--- config.mk ---
export PLATFORM = sky130hd
export DESIGN_NAME = dma_write_sequencer
export DESIGN_NICKNAME = d
export VERILOG_FILES = /design/src/rtl/dma_write_sequencer.sv
export SDC_FILE = /design/constraint.sdc
export NUM_CORES = 1
export LEC_CHECK = 0
export CORE_UTILIZATION = 40
export CTS_CLUSTER_DIAMETER = 200
export DETAILED_ROUTE_END_ITERATION = 8
export HOLD_SLACK_MARGIN = 0.06
export PLACE_DENSITY_LB_ADDON = 0.12
export SYNTH_ARGS = -nofsm -noshare
export SYNTH_HDL_FRONTEND = slang
export SYNTH_SLANG_ARGS = --single-unit
export TNS_END_PERCENT = 10
--- constraint.sdc ---
create_clock -name clk_in -period 2.25 [get_ports clk_in]
set_clock_uncertainty 0.2 [all_clocks]
set_input_delay 0.45 -clock clk_in [delete_from_list [all_inputs] [get_ports clk_in]]
set_output_delay 0.45 -clock clk_in [all_outputs]
set_load 0.02 [all_outputs]
--- src/rtl/dma_write_sequencer.sv ---
// dma_write_sequencer
//   Sequences host-bound DMA writes. Host register writes set the DMA base
//   address (DMABASE) and start a run of N data TLPs (DMACTRL). Each TLP is
//   one header beat followed by TLP_QWORDS payload beats streamed straight
//   from the local source. The payload of TLP k lands at base+64+128*k.
//   After the last data TLP, a 64-bit completion token is written at the
//   base address so the host can poll for it.
//
// Ports
//   clk_in, rstn         clock, asynchronous active-low reset
//   cfg_wr_valid/index/data  register write strobe (0=DMABASE, 1=DMACTRL)
//   src_data/valid/ready payload source (valid/ready handshake)
//   tx_data/valid/sop/eop/ready  beat stream into the TX TLP formatter
//   dma_busy             high in every state except IDLE
//   dma_done             one-cycle pulse after the token beat is accepted
//   cfg_err              sticky; a register write arrived while busy
//   dbg_state            current FSM state encoding, for observation
//
// Handshake: a beat moves on a rising edge where valid && ready are both
// high. A producer never lowers valid or changes data while waiting for
// ready, and valid never depends on ready.
module dma_write_sequencer #(
  parameter int          TLP_QWORDS  = 16,
  parameter int          COUNT_WIDTH = 10,
  parameter logic [63:0] TOKEN       = 64'hCAFEF00DC0DEFACE
) (
  input  logic        clk_in,
  input  logic        rstn,
  input  logic        cfg_wr_valid,
  input  logic        cfg_wr_index,
  input  logic [31:0] cfg_wr_data,
  input  logic [63:0] src_data,
  input  logic        src_valid,
  output logic        src_ready,
  output logic [63:0] tx_data,
  output logic        tx_valid,
  output logic        tx_sop,
  output logic        tx_eop,
  input  logic        tx_ready,
  output logic        dma_busy,
  output logic        dma_done,
  output logic        cfg_err,
  output logic [2:0]  dbg_state
);

  localparam int          BEAT_W   = (TLP_QWORDS > 1) ? $clog2(TLP_QWORDS) : 1;
  localparam logic [9:0]  DATA_LEN = 10'(2 * TLP_QWORDS);  // length in dwords
  localparam logic [9:0]  TOK_LEN  = 10'd2;
  localparam logic [BEAT_W-1:0] LAST_BEAT = BEAT_W'(TLP_QWORDS - 1);

  typedef enum logic [2:0] {
    S_IDLE     = 3'd0,
    S_HDR      = 3'd1,
    S_DATA     = 3'd2,
    S_TOK_HDR  = 3'd3,
    S_TOK_DATA = 3'd4
  } state_t;

  state_t                 state;
  logic [31:0]            base;
  logic [31:0]            tlp_addr;
  logic [COUNT_WIDTH-1:0] remaining;
  logic [BEAT_W-1:0]      beat;

  logic [COUNT_WIDTH-1:0] ctrl_n;
  logic                   data_fire;
  logic                   last_beat;

  assign ctrl_n    = cfg_wr_data[COUNT_WIDTH-1:0];
  assign last_beat = (beat == LAST_BEAT);
  assign data_fire = (state == S_DATA) && src_valid && tx_ready;
  assign dbg_state = state;
  assign dma_busy  = (state != S_IDLE);

  always_ff @(posedge clk_in or negedge rstn) begin
    if (!rstn) begin
      state     <= S_IDLE;
      base      <= '0;
      tlp_addr  <= '0;
      remaining <= '0;
      beat      <= '0;
      dma_done  <= 1'b0;
      cfg_err   <= 1'b0;
    end else begin
      dma_done <= 1'b0;

      // Register writes only take effect in IDLE; anything else is dropped.
      if (cfg_wr_valid) begin
        if (state != S_IDLE) begin
          cfg_err <= 1'b1;
        end else if (!cfg_wr_index) begin
          base <= {cfg_wr_data[31:3], 3'b000};
        end else if (ctrl_n != '0) begin
          remaining <= ctrl_n;
          tlp_addr  <= base + 32'd64;   // token occupies the first 64 bytes
          state     <= S_HDR;
        end
      end

      case (state)
        S_HDR: begin
          if (tx_ready) begin
            state <= S_DATA;
            beat  <= '0;
          end
        end
        S_DATA: begin
          if (data_fire) begin
            beat <= beat + 1'b1;
            if (last_beat) begin
              tlp_addr  <= tlp_addr + 32'd128;
              remaining <= remaining - 1'b1;
              state     <= (remaining > 1) ? S_HDR : S_TOK_HDR;
            end
          end
        end
        S_TOK_HDR: begin
          if (tx_ready) state <= S_TOK_DATA;
        end
        S_TOK_DATA: begin
          if (tx_ready) begin
            state    <= S_IDLE;
            dma_done <= 1'b1;
          end
        end
        default: ;
      endcase
    end
  end

  // Beat outputs are decoded from registered state; DATA is a pass-through
  // of the source so payload flows with zero bubbles.
  always_comb begin
    tx_data   = '0;
    tx_valid  = 1'b0;
    tx_sop    = 1'b0;
    tx_eop    = 1'b0;
    src_ready = 1'b0;
    case (state)
      S_HDR: begin
        tx_data  = {tlp_addr, 22'b0, DATA_LEN};
        tx_valid = 1'b1;
        tx_sop   = 1'b1;
      end
      S_DATA: begin
        tx_data   = src_data;
        tx_valid  = src_valid;
        tx_eop    = last_beat;
        src_ready = tx_ready;
      end
      S_TOK_HDR: begin
        tx_data  = {base, 22'b0, TOK_LEN};
        tx_valid = 1'b1;
        tx_sop   = 1'b1;
      end
      S_TOK_DATA: begin
        tx_data  = TOKEN;
        tx_valid = 1'b1;
        tx_eop   = 1'b1;
      end
      default: ;
    endcase
  end

endmodule

==> results of run 1 <==
-- worst max-delay path: stages (launching register included) --
cell and delay [ns]:
dfrtp_2 0.46, buf_12 0.15, nor2b_4 0.12, and2_4 0.21, buf_12 0.15, a22o_1 0.22
buf_2 0.15
-- state kept, by name, summed over array words and instances, names as in the netlist --
name / count
remaining: 10
dbg_state: 3
cfg_err: 1
tlp_addr: 32
dma_done: 1
beat: 4
base: 29
-- area by class of cell --
type	count	area (sq um)	area share
well taps	176	220	0.0251
clock buffers	13	250	0.0285
flip-flops and latches	80	2010	0.229
inverters	9	33.8	0.00385
clock inverters	1	5.00	0.000570
repair buffers	290	2710	0.309
multi-input cells	513	3550	0.405
-- timing repair --
item                                   in CTS  in global routing
pin swaps                                  10                 22
setup buffers                               8                  1
gates resized for setup                   291                145
setup endpoints to repair                 111                105
gates cloned                                4                  1
endpoints found under the hold margin      80                  0
hold buffers                                1                  0
-- kinds of logic after synthesis --
group | synth area share
AOI/OAI and AO/OA | 0.163
xor gates and xnor gates | 0.0365
adders and majority gates | 0.0113
buffers and inverters | 0.0521
DFF | 0.363
muxes | 0.114
and+or+nand+nor | 0.261
-- report_power, final --
| part | internal, mW | total (mW) | switching, mW |
|---|---|---|---|
| combinational | 3.58 | 7.26 | 3.69 |
| sequential | 2.09 | 2.91 | 0.812 |
| clock | 0.764 | 1.32 | 0.556 |
| total | 6.43 | 11.5 | 5.06 |
-- metal layers --
metal  vias to the layer above  GRT usage  wire length [microns]
li1                       2866          -                      -
met1                      2923      0.374                   8660
met2                       193      0.453                   9250
met3                        18     0.0580                   1150
met4                         0     0.0594                    220
met5                         -          0                      0
-- placed cells by master (no fill, tap or decap), types with 23 or more instances in the layout --
| cell type | instances |
|---|---|
| nor2_1 | 55 |
| nand2_1 | 78 |
| clkdlybuf4s50_1 | 95 |
| dfrtp_1 | 77 |
| and3_1 | 23 |
| mux2_2 | 30 |
| a21oi_1 | 30 |
| o21ai_1 | 28 |
| buf_2 | 31 |
| buf_4 | 101 |
| buf_6 | 29 |
-- per-stage QoR --
step                      power, mW  hold slack, ns  std cells
after detailed placement       9.51           0.244       1053
after global routing           12.2           0.253       1082
after floorplan                6.34         -0.0456        654
after global placement         9.35           0.237       1053
final                          11.5           0.204       1082
after CTS                      11.1           0.256       1080
-- worst max-delay path by stage --
stage | start | endpoint | slack [ns] | cells after the start
floorplan | dbg_state[2] | tx_data[5] | -0.07 | 5
global placement | cfg_wr_data[5] | tlp_addr[30] | -0.55 | 6
detailed placement | cfg_wr_data[4] | tlp_addr[30] | -0.58 | 6
CTS | dbg_state[1] | tx_data[44] | -0.20 | 7
global route | dbg_state[1] | tx_data[44] | -0.28 | 7
finish | dbg_state[1] | tx_data[33] | -0.21 | 6
-- Yosys cell counts (all sizes together), types with 15 or more instances --
cell type,instances,area share
nand2,89,0.061
dfrtp,80,0.36
nor2,71,0.049
o21ai,49,0.045
a21oi,43,0.039
mux2,30,0.061
mux2i,29,0.053
and3,26,0.030
buf,26,0.028
clkbuf,26,0.018
nand3,20,0.018
nand4,18,0.022
xor2,15,0.024
==> results by group, run 1 <==
Status
  • Status: complete, but fails checks
  • Failing checks: negative setup slack

Critical path
  • Critical path arrival: 1.81 ns
  • Crit path launch type: register
  • R2R cell count: 9
  • Max FO, Critical Path: 10
  • CP endpoint kind: output port
  • Critical Path RT: 1.60 ns
  • Critical path type: reg2out
  • R2R Path End: tlp_addr[26]
  • R2R Path Start: dbg_state[1]
  • R2R setup slack: -0.10 ns

Flow run
  • Max Cap Viol: 0

STA
  • RSZ-0062 raised after global routing: yes
  • Number of setup violations in the final report: 63
  • Hold Fails Final Rpt: 0
  • Count of pins over their slew limit: 0
  • Setup ws final: -0.214 ns
  • Setup TNS: -6.35 ns
  • Tcrit/Tclk final: 1.09
  • Worst slew margin: 0.652
  • Worst-margin pin slew: 0.521 ns
  • Fmax: 406 MHz
  • Minimum clock period after layout: 2.46 ns

Yosys
  • Synth Warn #: 0
  • Distinct cells, synth: 63
  • Async SR Flop Fraction: 1.00
  • Synthesized area: 0.00552 sq mm
  • Mean post-synth cell area: 8.44 sq um
  • Synth Instances: 654
  • EDFF count, synth: 0
  • Mapped Nets: 761
  • FF+latch count, synth: 80
  • Primary FF master, synth: dfrtp_1
  • Sequential fraction of the synthesis area: 0.363

Floorplanning
  • Ports: 176
  • Row cnt: 42
  • Die Y: 119 microns
  • Die footprint: 0.0143 sq mm
  • Initial Util: 0.414
  • Die Width: 119 microns
  • Core Region: 0.0133 sq mm

Cells and area
  • # diodes: 0
  • Layout filler cell count: 1,152
  • Layout cells sized above 1: 0.347
  • Final net count: 1,010
  • Layout Utilization: 0.657
  • Layout area overhead: 58.9%
  • Fin area: 0.00877 sq mm

Detailed routing
  • Total wire length: 19.3 mm
  • WL/cell: 17.8 microns
  • Via density: 5.55
  • Antenna-violating nets left: 0
  • Initial DRC count: 404
  • DR DRC count: 0
  • TritonRoute pass-1 iters: 5
  • Routed vias: 6,000

CTS
  • Total CTS buffers: 9
  • Clock buffer depth: 2
  • Num Clock Sinks: 80
  • Root buffer cell: clkbuf_16
  • Deepest level of the CTS H-tree: 3
  • Worst skew pair latency: 0.35 ns
  • CTS tree: yes
  • Reg clk slew, reported paths: 0.06 ns

Placed design
  • PortBufs: 175
  • Post-DP Area: 0.00813 sq mm
  • RePlAce Congestion: 0.924
  • Dpl ws: -0.583 ns
  • Post-DP HPWL: 14.2 mm

Hold path
  • Hold path start: cfg_wr_data[3]
  • Worst Hold Path EP: remaining[3]
  • Hold crit path type: in2reg
  • Hold depth: 3

Pwr
  • Peak supply drop: 0.000573 V
  • Leakage: 3.96 nW
  • Cell area power density: 1310 mW/mm^2

Global routing
  • First-pass GRT wire length: 31.1 mm
  • GRT overflow: 0
  • Global Route Usage Sum: 0.276
  • Antenna violations before repair: 0
  • Largest net degree at the start of global routing: 81
  • Number of global-route vias before repair: 5,964
Power figures use the tool's default switching activity.
==> run 2: changes to the inputs <==
--- a/config.mk
+++ b/config.mk
@@ -10,6 +10,7 @@
 export DETAILED_ROUTE_END_ITERATION = 8
 export HOLD_SLACK_MARGIN = 0.06
 export PLACE_DENSITY_LB_ADDON = 0.12
+export REMOVE_ABC_BUFFERS = 1
 export SYNTH_ARGS = -nofsm -noshare
 export SYNTH_HDL_FRONTEND = slang
 export SYNTH_SLANG_ARGS = --single-unit
==> constraint.sdc (replaced) <==
create_clock -name clk_in -period 2.8 [get_ports clk_in]
set_clock_uncertainty 0.2 [all_clocks]
set_input_delay 0.56 -clock clk_in [delete_from_list [all_inputs] [get_ports clk_in]]
set_output_delay 0.56 -clock clk_in [all_outputs]
set_load 0.02 [all_outputs]
==> run 2 against run 1 <==
Compared with the run above:
- utilization fell by 5.8 points
- global-route usage fell by 2.5 points
- routed wire length fell by 8.7%
- largest cell class unchanged
- first-iteration DRC count fell by 19%
- the flow still finishes with violations (negative setup slack)
- critical path type unchanged
- combinational power fell by 38%
- critical path depth fell by 1
- clock-buffer cell count rose by 2
- sequential power fell by 18%
- clock power fell by 17%
==> results by group, run 2 (synthesized netlist as in run 1, its figures left out) <==
STA
  • Setup TNS: -0.0448 ns
  • Hold Fails Final Rpt: 0
  • Count of pins over their slew limit: 0
  • Worst slew margin: 0.579
  • Minimum clock period after layout: 2.84 ns
  • Hold_ws: 0.0246 ns
  • RSZ-0062 raised after global routing: yes
  • Fmax: 352 MHz
  • Number of setup violations in the final report: 1
  • Tcrit/Tclk final: 1.02
  • Worst-margin pin slew: 0.626 ns
  • Setup ws final: -0.0448 ns

Critical path
  • CP endpoint kind: output port
  • Crit path launch type: register
  • Max FO, Critical Path: 13
  • Critical path type: reg2out
  • Critical Path RT: 2.04 ns
  • Critical path arrival: 2.08 ns
  • Critical path origin: dbg_state[0]
  • R2R Path Start: dbg_state[1]

Floorplanning
  • Die footprint: 0.0143 sq mm
  • Row cnt: 42
  • Initial Util: 0.414
  • Ports: 176
  • Die Y: 119 microns
  • Core Region: 0.0133 sq mm
  • Die Width: 119 microns

CTS
  • Total CTS buffers: 9
  • Setup bufs post-CTS: 0
  • Hold buffers post-CTS: 0
  • Num Clock Sinks: 80
  • CTS tree: yes
  • Clock buffer depth: 2
  • Deepest level of the CTS H-tree: 3
  • Reg clk slew, reported paths: 0.06 ns
  • Worst skew pair latency: 0.34 ns
  • Root buffer cell: clkbuf_16

Cells and area
  • Most common cell after layout, fill and taps aside: clkdlybuf4s50_1
  • Layout Utilization: 0.599
  • Layout area overhead: 44.8%
  • Biggest regs: tlp_addr (32), base (29), remaining (10)
  • Final net count: 946
  • Register with the most flip-flops: tlp_addr
  • # diodes: 0
  • Fin area: 0.00800 sq mm
  • Max reg flops: 32
  • Most frequent cells in the layout: clkdlybuf4s50_1 (123), nand2_1 (89), dfrtp_1 (79)
  • Layout cells sized above 1: 0.136
  • Layout filler cell count: 1,229

Pwr
  • Cell area power density: 999 mW/mm^2
  • Peak supply drop: 0.000418 V
  • Leakage: 3.73 nW

Global routing
  • GRT overflow: 0
  • Antenna violations before repair: 0
  • Number of global-route vias before repair: 5,611
  • Global Route Usage Sum: 0.251
  • Largest net degree at the start of global routing: 81
  • First-pass GRT wire length: 28.4 mm

Detailed routing
  • WL/cell: 17.3 microns
  • Total wire length: 17.6 mm
  • DR DRC count: 0
  • TritonRoute pass-1 iters: 5
  • Initial DRC count: 326
  • Via density: 5.62
  • Routed vias: 5,724
  • Antenna-violating nets left: 0

Placed design
  • Post-DP HPWL: 13.2 mm
  • PortBufs: 175
  • Dpl ws: -0.146 ns
  • Post-DP Area: 0.00771 sq mm
  • RePlAce Congestion: 0.886

Flow run
  • Max Cap Viol: 0

Status
  • Status: complete, but fails checks
  • Failing checks: negative setup slack

Hold path
  • Hold crit path type: in2async
==> run 2: area by class of cell <==
cell class                 count  area (sq um)  share of cell area
clock buffer                  15           268              0.0335
inverter                       9          33.8             0.00423
multi-input combinational    513          3240               0.405
sequential                    80          2000               0.251
tap                          176           220              0.0275
timing repair buffer         226          2230               0.279
==> run 2: power breakdown <==
part / internal [mW] / total (mW) / switching (mW)
logic: 2.09 / 4.49 / 2.40
clock network: 0.646 / 1.10 / 0.455
registers: 1.68 / 2.40 / 0.717
total: 4.41 / 7.99 / 3.57
==> run 2: stage by stage <==
stage               power, mW  instances
floorplan                4.89        602
global placement         7.00       1004
detailed placement       7.10       1004
CTS                      8.04       1019
global route             8.52       1019
finish                   7.99       1019
==> run 2: what timing repair did <==
item,in CTS,in global routing
pin swaps,0,0
resized for setup,35,22
hold endpoints to repair,0,0
endpoints found under the setup margin,48,26
==> run 2: critical path, cell delays in order, from the launching register on <==
cell and delay (ns):
dfrtp_1 0.45, and2b_2 0.28, buf_4 0.23, a21oi_1 0.09
nor2_1 0.09, clkdlybuf4s50_1 0.60
==> run 2: final timing paths <==
check                                to  cells past startpoint  slack (ns)
max                         tx_data[38]                      5       -0.04
min                             base[9]                      2        0.02
max reg2reg                tlp_addr[11]                      6        0.25
min reg2reg                     cfg_err                      1        0.27
max in group asynchronous      base[30]                      2        2.00
min in group clk_in             cfg_err                      1        0.27
==> run 2: layer usage <==
| layer | vias to the layer above | track usage | wire, microns |
|---|---|---|---|
| met4 | 0 | 0.112 | 482 |
| met1 | 2724 | 0.312 | 7550 |
| met3 | 38 | 0.0394 | 1100 |
| met2 | 237 | 0.428 | 8470 |
| li1 | 2725 | - | - |
| met5 | - | 0 | 0 |
==> run 3: changes to the inputs <==
--- a/config.mk
+++ b/config.mk
@@ -5,10 +5,12 @@
 export SDC_FILE = /design/constraint.sdc
 export NUM_CORES = 1
 export LEC_CHECK = 0
+export CORE_MARGIN = 2
 export CORE_UTILIZATION = 40
 export CTS_CLUSTER_DIAMETER = 200
 export DETAILED_ROUTE_END_ITERATION = 8
 export HOLD_SLACK_MARGIN = 0.06
+export MAX_ROUTING_LAYER = met4
 export PLACE_DENSITY_LB_ADDON = 0.12
 export REMOVE_ABC_BUFFERS = 1
 export SYNTH_ARGS = -nofsm -noshare
==> run 3 against run 2 <==
Compared with the run above:
- the run now ends clean
- final area rose by 1.5%
- clock power rose by 25%
- first-iteration DRC count rose by 18%
- register-to-register slack barely moved
- combinational power rose by 2%
- critical path depth did not move
- die area rose by 3.4%
- utilization rose by 0.90 points
- worst hold slack barely moved
==> results by group, run 3 (synthesized netlist as in run 1, its figures left out) <==
Critical path
  • CP max-delay cell: clkdlybuf4s50_1
  • Crit path launch type: register
  • Critical path arrival: 1.97 ns
  • Max FO, Critical Path: 13
  • Critical Path RT: 2.04 ns
  • CP endpoint kind: output port
  • Critical path type: reg2out
  • CP Cell Sequence: and2b_2 -> buf_12 -> a21oi_1 -> nor2_1 -> clkdlybuf4s50_1
  • Largest stage delay, worst path: 0.61 ns

Pwr
  • Total power: 8.35 mW
  • Leakage: 3.85 nW
  • Cell area power density: 1030 mW/mm^2
  • Sw Share: 0.438
  • Logic pwr share: 0.548
  • Sw Pwr: 3.65 mW
  • P_int: 4.70 mW
  • Part of the power in the clock network: 0.164
  • Peak supply drop: 0.000480 V
  • Sequential Power Share: 0.287

Detailed routing
  • Via density: 5.64
  • WL/cell: 17.9 microns
  • Antenna-violating nets left: 0
  • DR DRC count: 0
  • Total wire length: 18.3 mm
  • TritonRoute pass-1 iters: 5
  • Routed vias: 5,759
  • Initial DRC count: 386

CTS
  • Root buffer cell: clkbuf_16
  • Num Clock Sinks: 80
  • Total CTS buffers: 9
  • CTS tree: yes
  • Reg clk slew, reported paths: 0.07 ns
  • Worst skew pair latency: 0.34 ns
  • Clock buffer depth: 2
  • Deepest level of the CTS H-tree: 3

Floorplanning
  • Die Y: 121 microns
  • Ports: 176
  • Initial Util: 0.414
  • Die footprint: 0.0148 sq mm
  • Core Region: 0.0133 sq mm
  • Row cnt: 42
  • Die Width: 121 microns

Placed design
  • RePlAce Congestion: 0.883
  • PortBufs: 175
  • Placed cells: 1,005
  • Post-DP HPWL: 13.4 mm

Cells and area
  • Non-Filler Instances: 1,021
  • # diodes: 0
  • Layout cells sized above 1: 0.144
  • Register with the most flip-flops: tlp_addr
  • Max reg flops: 32
  • Layout filler cell count: 1,223
  • Most common cell after layout, fill and taps aside: clkdlybuf4s50_1
  • Layout area overhead: 47.0%
  • Biggest regs: tlp_addr (32), base (29), remaining (10)
  • Final net count: 947
  • Most frequent cells in the layout: clkdlybuf4s50_1 (119), nand2_1 (89), dfrtp_1 (79)

Global routing
  • Number of global-route vias before repair: 5,778
  • Antenna violations before repair: 0
  • First-pass GRT wire length: 29.0 mm
  • Largest net degree at the start of global routing: 81
  • Global Route Usage Sum: 0.254
  • GRT overflow: 0

Flow run
  • Max Cap Viol: 0

STA
  • Worst-margin pin slew: 0.696 ns
  • Hold_ws: 0.0247 ns
  • Number of setup violations in the final report: 0
  • RSZ-0062 raised after global routing: yes
  • Worst slew margin: 0.532
  • Hold Fails Final Rpt: 0
  • Count of pins over their slew limit: 0
  • Fmax: 366 MHz
  • Minimum clock period after layout: 2.73 ns
  • Tcrit/Tclk final: 0.976

Status
  • Status: complete, no violations

Hold path
  • Hold crit path type: in2async
-- run 3: changes by cell type in the layout (fill, tap and decap cells not counted), sizes merged, moves of 3 or more --
cell,delta
bufinv,+3
dlymetal6s2s,+5
clkdlybuf4s50,-4
clkbuf,-6
-- run 3: power groups by stage --
| stage | registers, mW | logic [mW] | clock network [mW] |
|---|---|---|---|
| after floorplan | 2.31 | 2.58 | 0 |
| after global placement | 2.36 | 4.69 | 0 |
| after detailed placement | 2.39 | 4.77 | 0 |
| after CTS | 2.37 | 4.62 | 1.39 |
| after global routing | 2.48 | 4.99 | 1.44 |
| final | 2.40 | 4.58 | 1.37 |
-- run 3: repair_timing --
action / 4_1_cts / 5_1_grt
resized for setup: 35 / 28
hold buffers: 0 / 0
endpoints found under the setup margin: 46 / 39
setup buffers: 0 / 0
-- run 3: worst paths after layout --
check | slack (ns) | endpoint | cells after the start | startpoint
max | 0.07 | tx_data[38] | 5 | dbg_state[0]
min | 0.02 | base[8] | 2 | rstn
max reg2reg | 0.26 | tlp_addr[31] | 7 | dbg_state[1]
min reg2reg | 0.27 | cfg_err | 1 | cfg_err
max in group asynchronous | 1.98 | dbg_state[1] | 2 | rstn
min in group clk_in | 0.27 | cfg_err | 1 | cfg_err
-- run 3: through the flow --
stage                     utilization  setup TNS (ns)  setup slack, ns  instance area [sq um]
after floorplan                     -          -72.20            -1.20                   5270
after CTS                       0.602          -0.625           -0.115                   8040
after global routing            0.608         -0.0231          -0.0174                   8120
after global placement          0.579          -0.551          -0.0592                   7730
final                           0.608               0           0.0678                   8120
after detailed placement        0.579           -2.73           -0.151                   7730
-- run 3: worst max-delay path: cells and delay by family, from the launching register on --
family / cells / cell delay [ns]
buf+inv: 2 / 0.77
simple gates: 2 / 0.39
compound gates: 1 / 0.07
flops: 1 / 0.41
-- run 3: area by class of cell --
type | count | area [sq um] | area share
multi-input cells | 513 | 3240 | 0.400
repair buffers | 227 | 2270 | 0.280
flip-flops and latches | 80 | 2000 | 0.247
clock buffers | 9 | 225 | 0.0278
well taps | 176 | 220 | 0.0271
clock inverters | 7 | 119 | 0.0146
inverters | 9 | 33.8 | 0.00416
-- run 3: metal layers --
layer | track usage | part of all wire | up-vias | wire (microns)
met4 | 0.0632 | 0.010 | 0 | 189
li1 | - | - | 2719 | -
met2 | 0.438 | 0.50 | 227 | 9140
met3 | 0.0362 | 0.066 | 15 | 1200
met5 | - | 0 | - | 0
met1 | 0.316 | 0.42 | 2798 | 7730
